### config.mk
export PLATFORM = sky130hd
export DESIGN_NAME = mem_debug_dumper
export DESIGN_NICKNAME = d
export VERILOG_FILES = /design/src/rtl/mem_debug_dumper_pkg.sv /design/src/rtl/mem_debug_dumper_word_serializer.sv /design/src/rtl/mem_debug_dumper.sv
export SDC_FILE = /design/constraint.sdc
export NUM_CORES = 1
export LEC_CHECK = 0
export CAP_MARGIN = 40
export CORE_UTILIZATION = 50
export CTS_CLUSTER_DIAMETER = 60
export DETAILED_ROUTE_END_ITERATION = 12
export PLACE_DENSITY_LB_ADDON = 0.3
export SYNTH_ARGS = -nofsm -noshare
export SYNTH_HDL_FRONTEND = slang
export SYNTH_HIERARCHICAL = 1
export SYNTH_SLANG_ARGS = --single-unit
### constraint.sdc
create_clock -name clock_i -period 2.6 [get_ports clock_i]
set_input_delay 0.78 -clock clock_i [delete_from_list [all_inputs] [get_ports clock_i]]
set_output_delay 0.78 -clock clock_i [all_outputs]
set_load 0.03 [all_outputs]
### src/rtl/mem_debug_dumper_pkg.sv
// Shared debug-unit definitions for the data-memory dumper.
// Contents:
//   - FSM state encodings (3-bit), exposed as plain constants and as an enum
//   - BYTES_PER_WORD / LAST_BYTE_IDX for the word serialiser
//   - DEBUG_MEM_SIGNALS: forced read-only memory control bits (read=1, write=0)
//     that the MEM stage applies while select_debug is high
//   - word_byte(): pick byte idx of a 32-bit word, LSB byte first
package mem_debug_dumper_pkg;

    localparam logic [2:0] ST_IDLE    = 3'd0;
    localparam logic [2:0] ST_ADDR    = 3'd1;
    localparam logic [2:0] ST_WAIT_RD = 3'd2;
    localparam logic [2:0] ST_SEND    = 3'd3;
    localparam logic [2:0] ST_WAIT_TX = 3'd4;
    localparam logic [2:0] ST_NEXT    = 3'd5;
    localparam logic [2:0] ST_FINISH  = 3'd6;

    typedef enum logic [2:0] {
        S_IDLE    = ST_IDLE,
        S_ADDR    = ST_ADDR,
        S_WAIT_RD = ST_WAIT_RD,
        S_SEND    = ST_SEND,
        S_WAIT_TX = ST_WAIT_TX,
        S_NEXT    = ST_NEXT,
        S_FINISH  = ST_FINISH
    } state_e;

    localparam int         BYTES_PER_WORD    = 4;
    localparam logic [1:0] LAST_BYTE_IDX     = 2'(BYTES_PER_WORD - 1);
    localparam logic [5:0] DEBUG_MEM_SIGNALS = 6'b110100;

    // Byte idx of a word; byte 0 is bits [7:0].
    function automatic logic [7:0] word_byte(input logic [31:0] word, input logic [1:0] idx);
        return word[{idx, 3'b000} +: 8];
    endfunction

endpackage

### src/rtl/mem_debug_dumper_word_serializer.sv
// Word serialiser for the memory dumper: holds the captured memory word and
// presents it one byte at a time, LSB byte first, on a registered tx_data.
// Ports:
//   clock_i, reset_i : clock, synchronous active-high reset
//   load_i           : capture data_i, select byte 0
//   data_i           : memory read data
//   advance_i        : step to the next byte of the captured word
//   byte_idx_o       : index of the byte currently on tx_data_o
//   tx_data_o        : byte presented to the UART transmitter
module mem_debug_dumper_word_serializer
    import mem_debug_dumper_pkg::*;
#(
    parameter int NB_DATA = 32
) (
    input  logic               clock_i,
    input  logic               reset_i,
    input  logic               load_i,
    input  logic [NB_DATA-1:0] data_i,
    input  logic               advance_i,
    output logic [1:0]         byte_idx_o,
    output logic [7:0]         tx_data_o
);

    logic [NB_DATA-1:0] capture;

    // Capture register, byte index and registered byte mux.
    // tx_data_o is loaded together with the index so it is already stable
    // in the cycle tx_start_o is raised and stays put until the next advance.
    always_ff @(posedge clock_i) begin
        if (reset_i) begin
            capture    <= '0;
            byte_idx_o <= 2'd0;
            tx_data_o  <= 8'd0;
        end else if (load_i) begin
            capture    <= data_i;
            byte_idx_o <= 2'd0;
            tx_data_o  <= word_byte(data_i, 2'd0);
        end else if (advance_i) begin
            byte_idx_o <= byte_idx_o + 2'd1;
            tx_data_o  <= word_byte(capture, byte_idx_o + 2'd1);
        end else begin
            capture    <= capture;
            byte_idx_o <= byte_idx_o;
            tx_data_o  <= tx_data_o;
        end
    end

endmodule

### src/rtl/mem_debug_dumper.sv
// Debug-side data-memory dumper. After the pipeline halts, a start pulse makes
// it walk data memory from address 0 to N_WORDS-1 through the MEM stage debug
// port and stream every word as 4 bytes (LSB first) into the UART TX.
// Ports:
//   clock_i, reset_i  : clock, synchronous active-high reset
//   start_i           : begin a dump (IDLE only)
//   abort_i           : stop the dump after the byte in flight
//   data_read_i       : read data from the MEM stage, READ_LAT cycles after address
//   tx_done_i         : UART TX finished the current byte
//   addr_mem_debug_o  : debug word address into the MEM stage
//   select_debug_o    : MEM stage uses debug address and read-only controls
//   mem_en_o          : memory enable request
//   tx_data_o         : byte to send
//   tx_start_o        : one-cycle pulse launching tx_data_o
//   busy_o            : dump in progress
//   done_o            : one-cycle pulse when the dump completes or aborts
module mem_debug_dumper
    import mem_debug_dumper_pkg::*;
#(
    parameter int NB_DATA  = 32,
    parameter int NB_ADDR  = 7,
    parameter int N_WORDS  = 128,
    parameter int READ_LAT = 1
) (
    input  logic               clock_i,
    input  logic               reset_i,
    input  logic               start_i,
    input  logic               abort_i,
    input  logic [NB_DATA-1:0] data_read_i,
    input  logic               tx_done_i,
    output logic [NB_ADDR-1:0] addr_mem_debug_o,
    output logic               select_debug_o,
    output logic               mem_en_o,
    output logic [7:0]         tx_data_o,
    output logic               tx_start_o,
    output logic               busy_o,
    output logic               done_o
);

    // One extra bit so that N_WORDS == 2**NB_ADDR is reachable without wrapping.
    localparam int NB_CNT = NB_ADDR + 1;

    state_e            state;
    logic [NB_CNT-1:0] word_cnt;
    logic [NB_CNT-1:0] word_cnt_inc;
    logic [1:0]        wait_cnt;
    logic              abort_flag;
    logic              abort_any;
    logic              ser_load;
    logic              ser_advance;
    logic [1:0]        byte_idx;

    assign word_cnt_inc = word_cnt + NB_CNT'(1);

    // Serialiser strobes: capture on the last read-wait cycle, step to the
    // next byte when the UART acknowledges a non-final byte and no abort.
    always_comb begin
        abort_any   = abort_flag | abort_i;
        ser_load    = 1'b0;
        ser_advance = 1'b0;
        if ((state == S_WAIT_RD) && (wait_cnt == 2'd1)) begin
            ser_load = 1'b1;
        end else begin
            ser_load = 1'b0;
        end
        if ((state == S_WAIT_TX) && tx_done_i && !abort_any && (byte_idx != LAST_BYTE_IDX)) begin
            ser_advance = 1'b1;
        end else begin
            ser_advance = 1'b0;
        end
    end

    // Dump FSM with registered outputs; outputs are set on entry to a state
    // so they hold the documented values for the whole time in that state.
    always_ff @(posedge clock_i) begin
        if (reset_i) begin
            state            <= S_IDLE;
            word_cnt         <= '0;
            wait_cnt         <= 2'd0;
            abort_flag       <= 1'b0;
            addr_mem_debug_o <= '0;
            select_debug_o   <= 1'b0;
            mem_en_o         <= 1'b0;
            tx_start_o       <= 1'b0;
            busy_o           <= 1'b0;
            done_o           <= 1'b0;
        end else begin
            case (state)
                S_IDLE: begin
                    abort_flag <= 1'b0;
                    done_o     <= 1'b0;
                    tx_start_o <= 1'b0;
                    if (start_i) begin
                        state            <= S_ADDR;
                        word_cnt         <= '0;
                        addr_mem_debug_o <= '0;
                        select_debug_o   <= 1'b1;
                        mem_en_o         <= 1'b1;
                        busy_o           <= 1'b1;
                    end else begin
                        state <= S_IDLE;
                    end
                end
                S_ADDR: begin
                    abort_flag <= abort_any;
                    wait_cnt   <= 2'(READ_LAT);
                    state      <= S_WAIT_RD;
                end
                S_WAIT_RD: begin
                    abort_flag <= abort_any;
                    wait_cnt   <= wait_cnt - 2'd1;
                    // Data is sampled by the serialiser on this same edge.
                    if (wait_cnt == 2'd1) begin
                        state      <= S_SEND;
                        tx_start_o <= 1'b1;
                    end else begin
                        state <= S_WAIT_RD;
                    end
                end
                S_SEND: begin
                    abort_flag <= abort_any;
                    tx_start_o <= 1'b0;
                    state      <= S_WAIT_TX;
                end
                S_WAIT_TX: begin
                    abort_flag <= abort_any;
                    if (tx_done_i) begin
                        if (abort_any) begin
                            state          <= S_FINISH;
                            done_o         <= 1'b1;
                            busy_o         <= 1'b0;
                            select_debug_o <= 1'b0;
                            mem_en_o       <= 1'b0;
                        end else if (byte_idx != LAST_BYTE_IDX) begin
                            state      <= S_SEND;
                            tx_start_o <= 1'b1;
                        end else begin
                            state <= S_NEXT;
                        end
                    end else begin
                        state <= S_WAIT_TX;
                    end
                end
                S_NEXT: begin
                    abort_flag <= abort_any;
                    word_cnt   <= word_cnt_inc;
                    if (word_cnt_inc == NB_CNT'(N_WORDS)) begin
                        state          <= S_FINISH;
                        done_o         <= 1'b1;
                        busy_o         <= 1'b0;
                        select_debug_o <= 1'b0;
                        mem_en_o       <= 1'b0;
                    end else begin
                        state            <= S_ADDR;
                        addr_mem_debug_o <= word_cnt_inc[NB_ADDR-1:0];
                    end
                end
                S_FINISH: begin
                    abort_flag <= 1'b0;
                    done_o     <= 1'b0;
                    state      <= S_IDLE;
                end
                default: begin
                    state          <= S_IDLE;
                    abort_flag     <= 1'b0;
                    select_debug_o <= 1'b0;
                    mem_en_o       <= 1'b0;
                    tx_start_o     <= 1'b0;
                    busy_o         <= 1'b0;
                    done_o         <= 1'b0;
                end
            endcase
        end
    end

    mem_debug_dumper_word_serializer #(
        .NB_DATA (NB_DATA)
    ) u_word_serializer (
        .clock_i    (clock_i),
        .reset_i    (reset_i),
        .load_i     (ser_load),
        .data_i     (data_read_i),
        .advance_i  (ser_advance),
        .byte_idx_o (byte_idx),
        .tx_data_o  (tx_data_o)
    );

endmodule

# Word level (Yosys, flattened, before mapping)
# Index checks and enable logic that the tools add are counted.
[totals] regBits=66 out_inout_bits=20 wordCells=88 inputBits=37
[op_classes] bitwise=5 n_shift=1 addsub=3 n_mux=31 eq_ne=17 n_reduce_logical=20
[ops] cell="$shiftx 32x6->8" n=1
[ops] cell="$mux 8" n=3
[ops] cell="$pmux 3 s6" n=1
[ops] cell="$pmux 8 s2" n=1
[ops] cell="$mux 1" n=15
[ops] cell="$mux 7" n=2
[ops] cell="$ne 2x2->1 const B" n=7
[ops] cell="$pmux 7 s2" n=1
[ops] cell="$mux 3" n=4
[ops] cell="$reduce_and 5->1" n=2
[ops] cell="$eq 3x3->1 const B" n=3
[ops] cell="$add 8x1->8 const B" n=1
[ops] cell="$eq 8x8->1 const B" n=1
[ops] cell="$eq 3x2->1 const B" n=2
[ops] cell="$pmux 1 s3" n=2
[ops] cell="$reduce_bool 2->1" n=3
[ops] cell="$reduce_or 3->1" n=2
[ops] cell="$reduce_or 5->1" n=1
[ops] cell="$logic_and 1x1->1" n=4
[ops] cell="$ne 2x1->1 const B" n=2
[ops] cell="$not 1->1" n=4
[ops] cell="$pmux 1 s4" n=1
[ops] cell="$pmux 2 s2" n=1
[ops] cell="$reduce_and 4->1" n=1
[ops] cell="11 further kinds" n=12

# Depth between registers and ports, before layout
# Gate-level depths: netlist (run 1).
[logic_depth] word_depth=7 mapped_depth=9 mapped_depth_nobuf=7

# Hierarchy
# The synthesis (run 1) kept the hierarchy.
[by_module_without_submodules] mod="mem_debug_dumper_word_serializer" area_per_inst_um2=1830.5 seq_area_each_um2=840.8 cells_per_inst=192 n_inst=1
[by_module_without_submodules] mod="mem_debug_dumper" area_per_inst_um2=1386.3 seq_area_each_um2=480.5 cells_per_inst=174 n_inst=1

# Worst setup path before layout (run 1)
# Ideal clock, no wire load.
[synth_timing] path_type="input -> register" startpoint="input port abort_i" endpoint="register u_word_serializer.tx_data_o[1]" required_time_ns=2.480 path_buffers=1 arrival_time_ns=1.914 slack_ns=0.566 setup_ns=0.120 cell_stages=6 cell_sequence="nor2_1 > nand3_1 > nor2_1 > buf_2 > o22ai_1 > o31a_1"
[synth_between] elab_chain_len=6
[synth_rtl] item="start: declaration" line_no="mem_debug_dumper.sv:28" text="input logic abort_i,"
[synth_rtl] item="$or 1x1->1" line_no="mem_debug_dumper.sv:58" text="abort_any = abort_flag | abort_i;"
[synth_rtl] item="$logic_not 1->1" line_no="mem_debug_dumper.sv:66" text="if ((state == S_WAIT_TX) && tx_done_i && !abort_any && (byte_idx != LAST_BYTE_IDX)) begin"
[synth_rtl] item="$logic_and 1x1->1 (2 in series)" line_no="mem_debug_dumper.sv:66"
[synth_rtl] item="$mux 1" line_no="mem_debug_dumper.sv:66"
[synth_rtl] item="named net ser_advance" line_no="mem_debug_dumper.sv:50" text="logic ser_advance;"
[synth_rtl] item="$reduce_bool 2->1 (no line)"
[synth_rtl] item="end signal: assignment" line_no="mem_debug_dumper_word_serializer.sv:37" text="tx_data_o <= word_byte(data_i, 2'd0);"
[synth_rtl] item="end signal: assignment" line_no="mem_debug_dumper_word_serializer.sv:40" text="tx_data_o <= word_byte(capture, byte_idx_o + 2'd1);"
[synth_rtl] item="end signal: assignment" line_no="mem_debug_dumper_word_serializer.sv:44" text="tx_data_o <= tx_data_o;"
[synth_rtl] item="end: declaration" line_no="mem_debug_dumper_word_serializer.sv:21" text="output logic [7:0] tx_data_o"
# The timed path passes the listed nets, and every way through them passes these cells.
# A chain may end at the register's enable or synchronous reset.

# Final worst setup path (run 1)
[layout_timing] startpoint="register word_cnt[0]" endpoint="register state[0]"
[layout_between] elab_chain_len=4
[layout_rtl] item="start: declaration" line_no="mem_debug_dumper.sv:44" text="logic [NB_CNT-1:0] word_cnt;"
[layout_rtl] item="start signal: assignment" line_no="mem_debug_dumper.sv:146" text="word_cnt <= word_cnt_inc;"
[layout_rtl] item="$add 8x1->8" line_no="mem_debug_dumper.sv:53" text="assign word_cnt_inc = word_cnt + NB_CNT'(1);"
[layout_rtl] item="$eq 8x8->1" line_no="mem_debug_dumper.sv:147" text="if (word_cnt_inc == NB_CNT'(N_WORDS)) begin"
[layout_rtl] item="$mux 3" line_no="mem_debug_dumper.sv:147"
[layout_rtl] item="$pmux 3 s6" line_no="mem_debug_dumper.sv:88" text="case (state)"
[layout_rtl] item="end signal: assignment" line_no="mem_debug_dumper.sv:94" text="state <= S_ADDR;"
[layout_rtl] item="end signal: assignment" line_no="mem_debug_dumper.sv:148" text="state <= S_FINISH;"
[layout_rtl] item="end signal: assignment" line_no="mem_debug_dumper.sv:154" text="state <= S_ADDR;"
[layout_rtl] item="end: declaration" line_no="mem_debug_dumper.sv:43" text="state_e state;"
# No other way between the ends.

==> results of run 1 <==
## critical path, stage by stage, from the launching register on
cell and delay, ns:
dfxtp_1 0.37, ha_1 0.32, nor4b_1 0.29, a41oi_1 0.12, a2111oi_4 0.59, a21oi_1 0.18, o21a_1 0.20
## synth_stat cells, types with 2 or more instances
master,count
o22ai_1,10
buf_4,6
clkbuf_1,15
a31oi_1,2
nand3_1,8
nand2_1,16
dfxtp_1,66
buf_6,2
o21ai_1,6
a22oi_1,5
xnor2_1,4
o21a_1,3
xor2_1,3
ha_1,3
mux2i_1,49
a311oi_1,2
or3_1,2
buf_2,4
a211oi_1,2
nand4_1,2
or2_1,2
inv_1,20
nand2b_1,5
a41oi_1,2
a21oi_1,19
nor3_1,9
o31a_1,8
nor2_1,66
## layer usage
layer  GRT usage (%)  part of all wire, %  up-vias
met2            36.0                   48       63
met1            29.2                   46     1251
li1                -                    -     1366
met5               0                    0        -
met3            4.40                  4.1       10
met4            9.30                  1.5        0
## sequential cells by signal, summed over array words and instances (netlist names)
name / cells
word_cnt: 8
u_word_serializer/tx_data_o: 8
u_word_serializer/byte_idx_o: 2
addr_mem_debug_o: 7
state: 3
wait_cnt: 2
u_word_serializer/capture: 32
tx_start_o: 1
done_o: 1
abort_flag: 1
busy_o: 1
## worst min path at each step
stage | start | to | slack (ns)
4_1_cts | addr_mem_debug_o[0]$_SDFFE_PP0P_ | addr_mem_debug_o[0]$_SDFFE_PP0P_ | 0.49
3_5_place_dp | addr_mem_debug_o[0]$_SDFFE_PP0P_ | addr_mem_debug_o[0]$_SDFFE_PP0P_ | 0.47
5_1_grt | addr_mem_debug_o[0]$_SDFFE_PP0P_ | addr_mem_debug_o[0]$_SDFFE_PP0P_ | 0.51
6_report | addr_mem_debug_o[0]$_SDFFE_PP0P_ | addr_mem_debug_o[0]$_SDFFE_PP0P_ | 0.49
2_1_floorplan | u_word_serializer/capture[10]$_SDFFE_PP0P_ | u_word_serializer/capture[10]$_SDFFE_PP0P_ | 0.46
3_3_place_gp | addr_mem_debug_o[6]$_SDFFE_PP0P_ | addr_mem_debug_o[6]$_SDFFE_PP0P_ | 0.45
## layout make-up
type                    instances  area share [%]
well taps                      75            2.33
clock buffers                  11            3.51
repair buffers                 65            16.4
inverters                      21            1.96
clock inverters                 5            1.93
multi-input cells             251            41.1
flip-flops and latches         66            32.8
## through the flow
| step | util [%] | instance area [um^2] |
|---|---|---|
| finish | 66.4 | 4030 |
| global route | 66.4 | 4030 |
| CTS | 66.4 | 4030 |
| detailed placement | 62.8 | 3810 |
| global placement | 62.8 | 3810 |
| floorplan | - | 3220 |
## power by group
group | internal (W) | switching (W)
clock | 0.000563 | 0.000379
sequential | 0.00104 | 0.0000314
combinational | 0.000149 | 0.000148
total | 0.00175 | 0.000559
## cell families (layout without fill, tap and decap cells)
group / Yosys count / count (layout) / synth area share (%)
adders and majority gates: 3 / 3 / 1.17
muxes: 49 / 49 / 15.2
xor gates and xnor gates: 8 / 8 / 2.41
buffers and inverters: 49 / 102 / 7.55
DFF: 66 / 66 / 41.1
AOI/OAI and AO/OA: 71 / 71 / 15.6
and+or+nand+nor: 120 / 120 / 16.9
==> impl_metrics.toml, run 1 <==
[cells_and_area]
mostFrequentLayoutCells = "66 x nor2_1, 66 x dfxtp_1, 55 x clkdlybuf4s50_1, 49 x mux2i_1"
seq_area_mm2 = 0.00132
antennaDiodeCount = 0
drive_above_1_share_pct = 8.11
fill_cells = 513
multiInputGateArea_mm2 = 0.00165
nets = 454
post_layout_nonfiller_instances = 494
synthToLayoutAreaGrowth_pct = 25.2

[die]
core_mm2 = 0.00606
io_pins = 57
row_count = 28
die_h_um = 82.2
die_w_um = 82.2
die_area_mm2 = 0.00676
initial_core_util_pct = 53.1

[cts]
cts_made_buffers = 9
clk_latency_ns = 0.33
cts_root_buf = "clkbuf_8"
htreeDepth = 3
clk_pin_slew_ns = 0.07
clock-sinks = 66
cts_tree = "done"
ctsLongestPathBuffers = 2
cts_resized = 0
cts_setup_buffers = 0
cts_hold_buf = 0

[synth]
synth-edff-count = 0
syn_inst = 366
synth_top_cell_by_area = "dfxtp_1"
yosysSeqAreaShare_pct = 41.1
synth_area_per_cell_um2 = 8.79
synth_area_mm2 = 0.00322
synth_cell_types = 53
ys_warn_count = 6
synth_area_leaders = "dfxtp_1 41%, mux2i_1 15%, nor2_1 7.7%"
syn_nets = 406
synth_top_flop_cell = "dfxtp_1"
netlist.area_leader.share_pct = 41.1
async_reset_ff_share_pct = 0
synth_seq_cells = 66

[sta]
period_share_pct = 83.5
holdWs_ns = 0.488
setup_tns_ns = 0
worst_slack_ns = 0.428
maxSlewHeadroom_pct = 58.4
max_freq_ghz = 0.460
rsz0062_at_grt = "false"
finalClockSkew_ns = 0.00506
worstMarginPinSlew_ns = 0.624
fin_crit_ns = 2.17
setup_viol = 0
finalHoldViolCount = 0
final_max_slew_viol_count = 0

[setup_path]
endpoint = "state[0]$_SDFF_PP0_"
ff2ff_path_depth = 6
cp.required_ns = 2.82
end_kind = "register"
arrival_ns = 2.40
timing.rr.start = "word_cnt[0]$_SDFFE_PP0P_"
crit_path_max_fanout = 7
rr_endpoint = "state[0]$_SDFF_PP0_"
crit_type = "register to register"
ff2ff_setup_slack_ns = 0.43
crit_start = "word_cnt[0]$_SDFFE_PP0P_"
cp-start-kind = "register"

[placed_design]
placed_cells = 478
place_hpwl_um = 4890
pre_cts_slack_ns = 0.123
gp_congestion = 0.823
io_buffers = 56

[routing]
drc = 0
drt-total-wl_um = 7010
postRouteAntennaNets = 0
dr_total_vias = 2690
dr.pass1.iters = 4
wl_per_cell_um = 14.2
drt_iter0_drc = 149
viasPerCell = 5.45

[min_path]
hold_class = "register to register"
whs_path_depth = 2

[global_route]
antenna_found_initial = 0
grt_pass1_wl_um = 11500
grt_overflow = 0
grt_max_degree = 28
grtUsageTotal_pct = 22.4
grt_pass1_vias = 2509

[power]
irDropWorstVdd_mv = 0.375
leakage_nw = 1.37
p_per_area_mw_per_mm2 = 574
power.total_w = 0.00231

[run_status]
outcome = "finished clean"

[run]
drv_cap = 0
No activity file was read; power rests on OpenSTA's default activity.
==> run 2: changes to the inputs <==
clock period = 2.3 ns   (was 2.6 ns; I/O delays follow)
==> impl_metrics.toml, run 2 (synthesis results as in run 1) <==
[cts]
cts_root_buf = "clkbuf_8"
clk_latency_ns = 0.35
cts_tree = "done"
htreeDepth = 3
clock-sinks = 66
cts_hold_buf = 0
cts_made_buffers = 9
clk_pin_slew_ns = 0.08
ctsLongestPathBuffers = 2

[setup_path]
crit_path_max_incr_delay_ns = 0.68
arrival_ns = 1.41
crit_path_max_fanout = 2
crit_type = "register to primary output"
end_kind = "primary output"
crit_family = "buffers and inverters"
cp-start-kind = "register"
rr_endpoint = "busy_o$_SDFFE_PP0P_"
critPathSlowestCell = "clkdlybuf4s50_1"
ff2ff_path_depth = 7
crit_start = "u_word_serializer/tx_data_o[0]$_SDFFE_PP0P_"
path_cells = "clkdlybuf4s50_1"
cp.depth = 1
ff2ff_setup_slack_ns = 0.26
timing.rr.start = "word_cnt[0]$_SDFFE_PP0P_"
cp.required_ns = 1.61
path_buf_inv = 1
endpoint = "tx_data_o[0]"

[sta]
final_max_slew_viol_count = 0
max_freq_ghz = 0.476
worstMarginPinSlew_ns = 0.545
fin_crit_ns = 2.10
finalClockSkew_ns = 0.00661
maxSlewHeadroom_pct = 63.6
finalHoldViolCount = 0
period_share_pct = 91.3
setup_viol = 0
holdWs_ns = 0.489
rsz0062_at_grt = "false"

[placed_design]
io_buffers = 56
place_hpwl_um = 4880
placed_cells = 482
gp_congestion = 0.845

[routing]
dr.pass1.iters = 4
drc = 0
drt-total-wl_um = 7120
viasPerCell = 5.44
postRouteAntennaNets = 0
wl_per_cell_um = 14.3
dr_total_vias = 2715
drt_iter0_drc = 200

[cells_and_area]
top_register = "u_word_serializer/capture"
antennaDiodeCount = 0
seq_area_mm2 = 0.00132
post_layout_nonfiller_instances = 499
drive_above_1_share_pct = 9.91
synthToLayoutAreaGrowth_pct = 26.4
reg_top3 = "u_word_serializer/capture x32, u_word_serializer/tx_data_o x8, word_cnt x8"
nets = 459
largest_register_ffs = 32
multiInputGateArea_mm2 = 0.00166
mostFrequentLayoutCells = "66 x nor2_1, 66 x dfxtp_1, 55 x clkdlybuf4s50_1, 49 x mux2i_1"
fill_cells = 535

[power]
share_seq_of_total_power_pct = 45.3
p_per_area_mw_per_mm2 = 654
power_frac_comb_pct = 13.1
netSwitchingPower_w = 0.000691
irDropWorstVdd_mv = 0.463
p_int_w = 0.00197
p_sw_share_pct = 26.0
leakage_nw = 1.39
clockPowerShare_pct = 41.6

[die]
initial_core_util_pct = 53.1
die_h_um = 82.2
io_pins = 57
die_area_mm2 = 0.00676
die_w_um = 82.2
row_count = 28
core_mm2 = 0.00606

[global_route]
grt_pass1_vias = 2537
grt_pass1_wl_um = 11700
grt_max_degree = 34
grtUsageTotal_pct = 23.3
grt_overflow = 0
antenna_found_initial = 0

[min_path]
hold_class = "register to register"

[run]
drv_cap = 0

[run_status]
outcome = "finished clean"
[run 2: how the worst min path moves through the flow]
| stage | from | to | slack [ns] | cells past startpoint |
|---|---|---|---|---|
| floorplan | u_word_serializer/capture[10]$_SDFFE_PP0P_ | u_word_serializer/capture[10]$_SDFFE_PP0P_ | 0.46 | 2 |
| global placement | u_word_serializer/capture[18]$_SDFFE_PP0P_ | u_word_serializer/capture[18]$_SDFFE_PP0P_ | 0.47 | 2 |
| detailed placement | addr_mem_debug_o[0]$_SDFFE_PP0P_ | addr_mem_debug_o[0]$_SDFFE_PP0P_ | 0.47 | 2 |
| CTS | addr_mem_debug_o[0]$_SDFFE_PP0P_ | addr_mem_debug_o[0]$_SDFFE_PP0P_ | 0.49 | 2 |
| global route | addr_mem_debug_o[5]$_SDFFE_PP0P_ | addr_mem_debug_o[5]$_SDFFE_PP0P_ | 0.51 | 2 |
| finish | addr_mem_debug_o[0]$_SDFFE_PP0P_ | addr_mem_debug_o[0]$_SDFFE_PP0P_ | 0.49 | 2 |
[run 2: per-layer routing]
layer	wire [um]	GRT usage, %	part of all wire [%]
met5	0	0	0
met4	129	10.7	1.8
met3	383	4.62	5.4
met2	3480	39.1	49
met1	3120	28.5	44
[run 2: per-stage QoR]
stage	area (um^2)	TNS [ns]	util, %	setup WS, ns	power, W
2_1_floorplan	3220	0	-	0.356	0.00144
3_3_place_gp	3820	-0.0231	63.1	-0.0184	0.00157
3_5_place_dp	3820	-0.310	63.1	-0.0464	0.00158
4_1_cts	4050	0	66.8	0.118	0.00267
5_1_grt	4070	0	67.1	0.0652	0.00277
6_report	4070	0	67.1	0.201	0.00266
[run 2: worst register-to-register path, stage by stage, from the launching register on]
cell and delay [ns]:
dfxtp_1 0.46, ha_2 0.31, nor4b_1 0.07, a41oi_1 0.28
a2111oi_4 0.09, buf_4 0.18, and2_4 0.19, o41ai_1 0.35
[run 2: power by group through the flow]
stage | Sequential (W) | Clock (W) | Combinational (W)
after floorplan | 0.00124 | 0 | 0.000198
after global placement | 0.00123 | 0 | 0.000342
after detailed placement | 0.00123 | 0 | 0.000346
after CTS | 0.00120 | 0.00112 | 0.000350
after global routing | 0.00121 | 0.00117 | 0.000388
final | 0.00120 | 0.00111 | 0.000349
[run 2: layout make-up]
type | count | area share (%)
clock buffers | 9 | 3.05
repair buffers | 70 | 16.9
well taps | 75 | 2.31
inverters | 21 | 1.94
flip-flops and latches | 66 | 32.5
clock inverters | 7 | 2.52
multi-input cells | 251 | 40.8
[run 2: repair_timing]
| item | in CTS | in global routing |
|---|---|---|
| hold endpoints to repair | 0 | 0 |
| buffers inserted | 0 | 1 |
| setup endpoints to repair | 0 | 6 |
| resized for setup | 0 | 2 |
==> run 3: changes to the inputs <==
CORE_MARGIN = 5   (was default)
CORE_UTILIZATION = 53   (was 50)
SETUP_SLACK_MARGIN = 0.3   (was default)
==> impl_metrics.toml, run 3 (synthesis results as in run 1) <==
[run_status]
outcome = "finished clean"

[cells_and_area]
drive_above_1_share_pct = 13.8
reg_top3 = "u_word_serializer/capture x32, u_word_serializer/tx_data_o x8, word_cnt x8"
seq_area_mm2 = 0.00133
fill_cells = 493
antennaDiodeCount = 0
multiInputGateArea_mm2 = 0.00173
largest_register_ffs = 32
post_layout_nonfiller_instances = 502
synthToLayoutAreaGrowth_pct = 27.5
mostFrequentLayoutCells = "64 x nor2_1, 62 x dfxtp_1, 49 x mux2i_1, 34 x clkdlybuf4s50_1, 20 x dlygate4sd2_1"
layout_commonest_cell = "nor2_1"
top_register = "u_word_serializer/capture"
nets = 462

[die]
row_count = 28
initial_core_util_pct = 54.3
io_pins = 57
core_mm2 = 0.00592
die_w_um = 87.9
die_area_mm2 = 0.00773
die_h_um = 87.9

[global_route]
antenna_found_initial = 0
grt_util_met2_pct = 33.2
grtUsageMet1_pct = 24.2
grt_pass1_vias = 2695
met3_usage_pct = 4.61
grtUsageTotal_pct = 19.8
grt_overflow = 0
grt_pass1_wl_um = 12100
grt_max_degree = 51
gr-max-usage-layer = "met2"

[routing]
postRouteAntennaNets = 0
drc = 0
viasPerCell = 5.54
dr_total_vias = 2780
drt-total-wl_um = 7280
dr.pass1.iters = 4
wl_per_cell_um = 14.5
drt_iter0_drc = 191

[sta]
final_max_slew_viol_count = 0
rsz0062_at_grt = "false"
fin_crit_ns = 1.92
worstMarginPinSlew_ns = 0.535
holdWs_ns = 0.472
finalClockSkew_ns = 0.0127
period_share_pct = 83.7
setup_tns_ns = 0
max_freq_ghz = 0.520
setup_viol = 0
maxSlewHeadroom_pct = 64.3
finalHoldViolCount = 0

[cts]
clock-sinks = 66
htreeDepth = 3
cts_made_buffers = 9
clk_latency_ns = 0.34
clk_pin_slew_ns = 0.08
ctsLongestPathBuffers = 2
cts_tree = "done"
cts_root_buf = "clkbuf_8"
cts_hold_buf = 0

[placed_design]
io_buffers = 56
gp_congestion = 0.899
place_hpwl_um = 5210
placed_cells = 485

[power]
power_frac_comb_pct = 13.8
p_int_w = 0.00188
leakage_nw = 1.50
irDropWorstVdd_mv = 0.490
netSwitchingPower_w = 0.000670
clockPowerShare_pct = 38.9
share_seq_of_total_power_pct = 47.2
p_per_area_mw_per_mm2 = 621
p_sw_share_pct = 26.3
power.total_w = 0.00255

[setup_path]
cp-start-kind = "input port"
crit_path_max_fanout = 5
end_kind = "register"
arrival_ns = 2.15
cp.required_ns = 2.53
crit_type = "input port to register"

[run]
drv_cap = 0

[min_path]
hold_class = "register to register"
==> run 3: cell types whose count changed in the layout (fill, tap and decap cells not counted), sizes merged <==
cell / before / now
clkbuf: 9 / 10
buf: 15 / 18
dlymetal6s2s: 0 / 1
clkdlybuf4s50: 55 / 34
dlygate4sd2: 0 / 20
clkinvlp: 1 / 3
clkinv: 3 / 2
inv: 22 / 21
bufinv: 2 / 1
==> run 3: final timing paths <==
check	slack (ns)	endpoint	cells past startpoint	startpoint
hold reg to reg	0.47	addr_mem_debug_o[2]$_SDFFE_PP0P_	2	addr_mem_debug_o[2]$_SDFFE_PP0P_
setup / recovery	0.38	u_word_serializer/tx_data_o[3]$_SDFFE_PP0P_	7	abort_i
hold / removal	0.47	addr_mem_debug_o[2]$_SDFFE_PP0P_	2	addr_mem_debug_o[2]$_SDFFE_PP0P_
setup reg to reg	0.43	addr_mem_debug_o[0]$_SDFFE_PP0P_	7	word_cnt[0]$_SDFFE_PP0P_
==> run 3: power by group through the flow <==
stage | clock (W) | sequential, W | combinational (W)
5_1_grt | 0.00106 | 0.00121 | 0.000386
4_1_cts | 0.00100 | 0.00120 | 0.000343
3_3_place_gp | 0 | 0.00123 | 0.000346
2_1_floorplan | 0 | 0.00124 | 0.000198
6_report | 0.000991 | 0.00120 | 0.000353
3_5_place_dp | 0 | 0.00123 | 0.000354
==> run 3: repair_timing <==
item / CTS / global route
pin swaps: 1 / 2
resized for setup: 23 / 17
setup buffers: 1 / 0
setup endpoints to repair: 34 / 24
==> run 3: cell type report <==
cell class | count | area share (%)
multi-input cells | 251 | 42.1
flip-flops and latches | 66 | 32.3
repair buffers | 73 | 16.4
clock buffers | 10 | 3.36
well taps | 75 | 2.29
inverters | 21 | 1.92
clock inverters | 6 | 1.62
==> run 3: layer usage <==
| layer | wire length, um | vias to the layer above |
|---|---|---|
| met3 | 442 | 12 |
| met2 | 3620 | 85 |
| met4 | 129 | 0 |
| met1 | 3080 | 1302 |
| met5 | 0 | - |
| li1 | - | 1381 |
==> run 3: worst max-delay path, stage by stage <==
cell and delay [ns]:
clkdlybuf4s50_1 0.40, nor2_1 0.15, nand3_1 0.17, nor2_4 0.22, buf_4 0.16, o22ai_1 0.08, o31a_1 0.27
==> run 3: stage by stage <==
step	util, %	worst slack [ns]	cell area (um^2)
3_5_place_dp	64.8	-0.0642	3830
5_1_grt	69.3	0.321	4100
6_report	69.3	0.375	4100
4_1_cts	68.1	0.303	4030
3_3_place_gp	64.8	-0.0299	3830
2_1_floorplan	-	0.356	3220
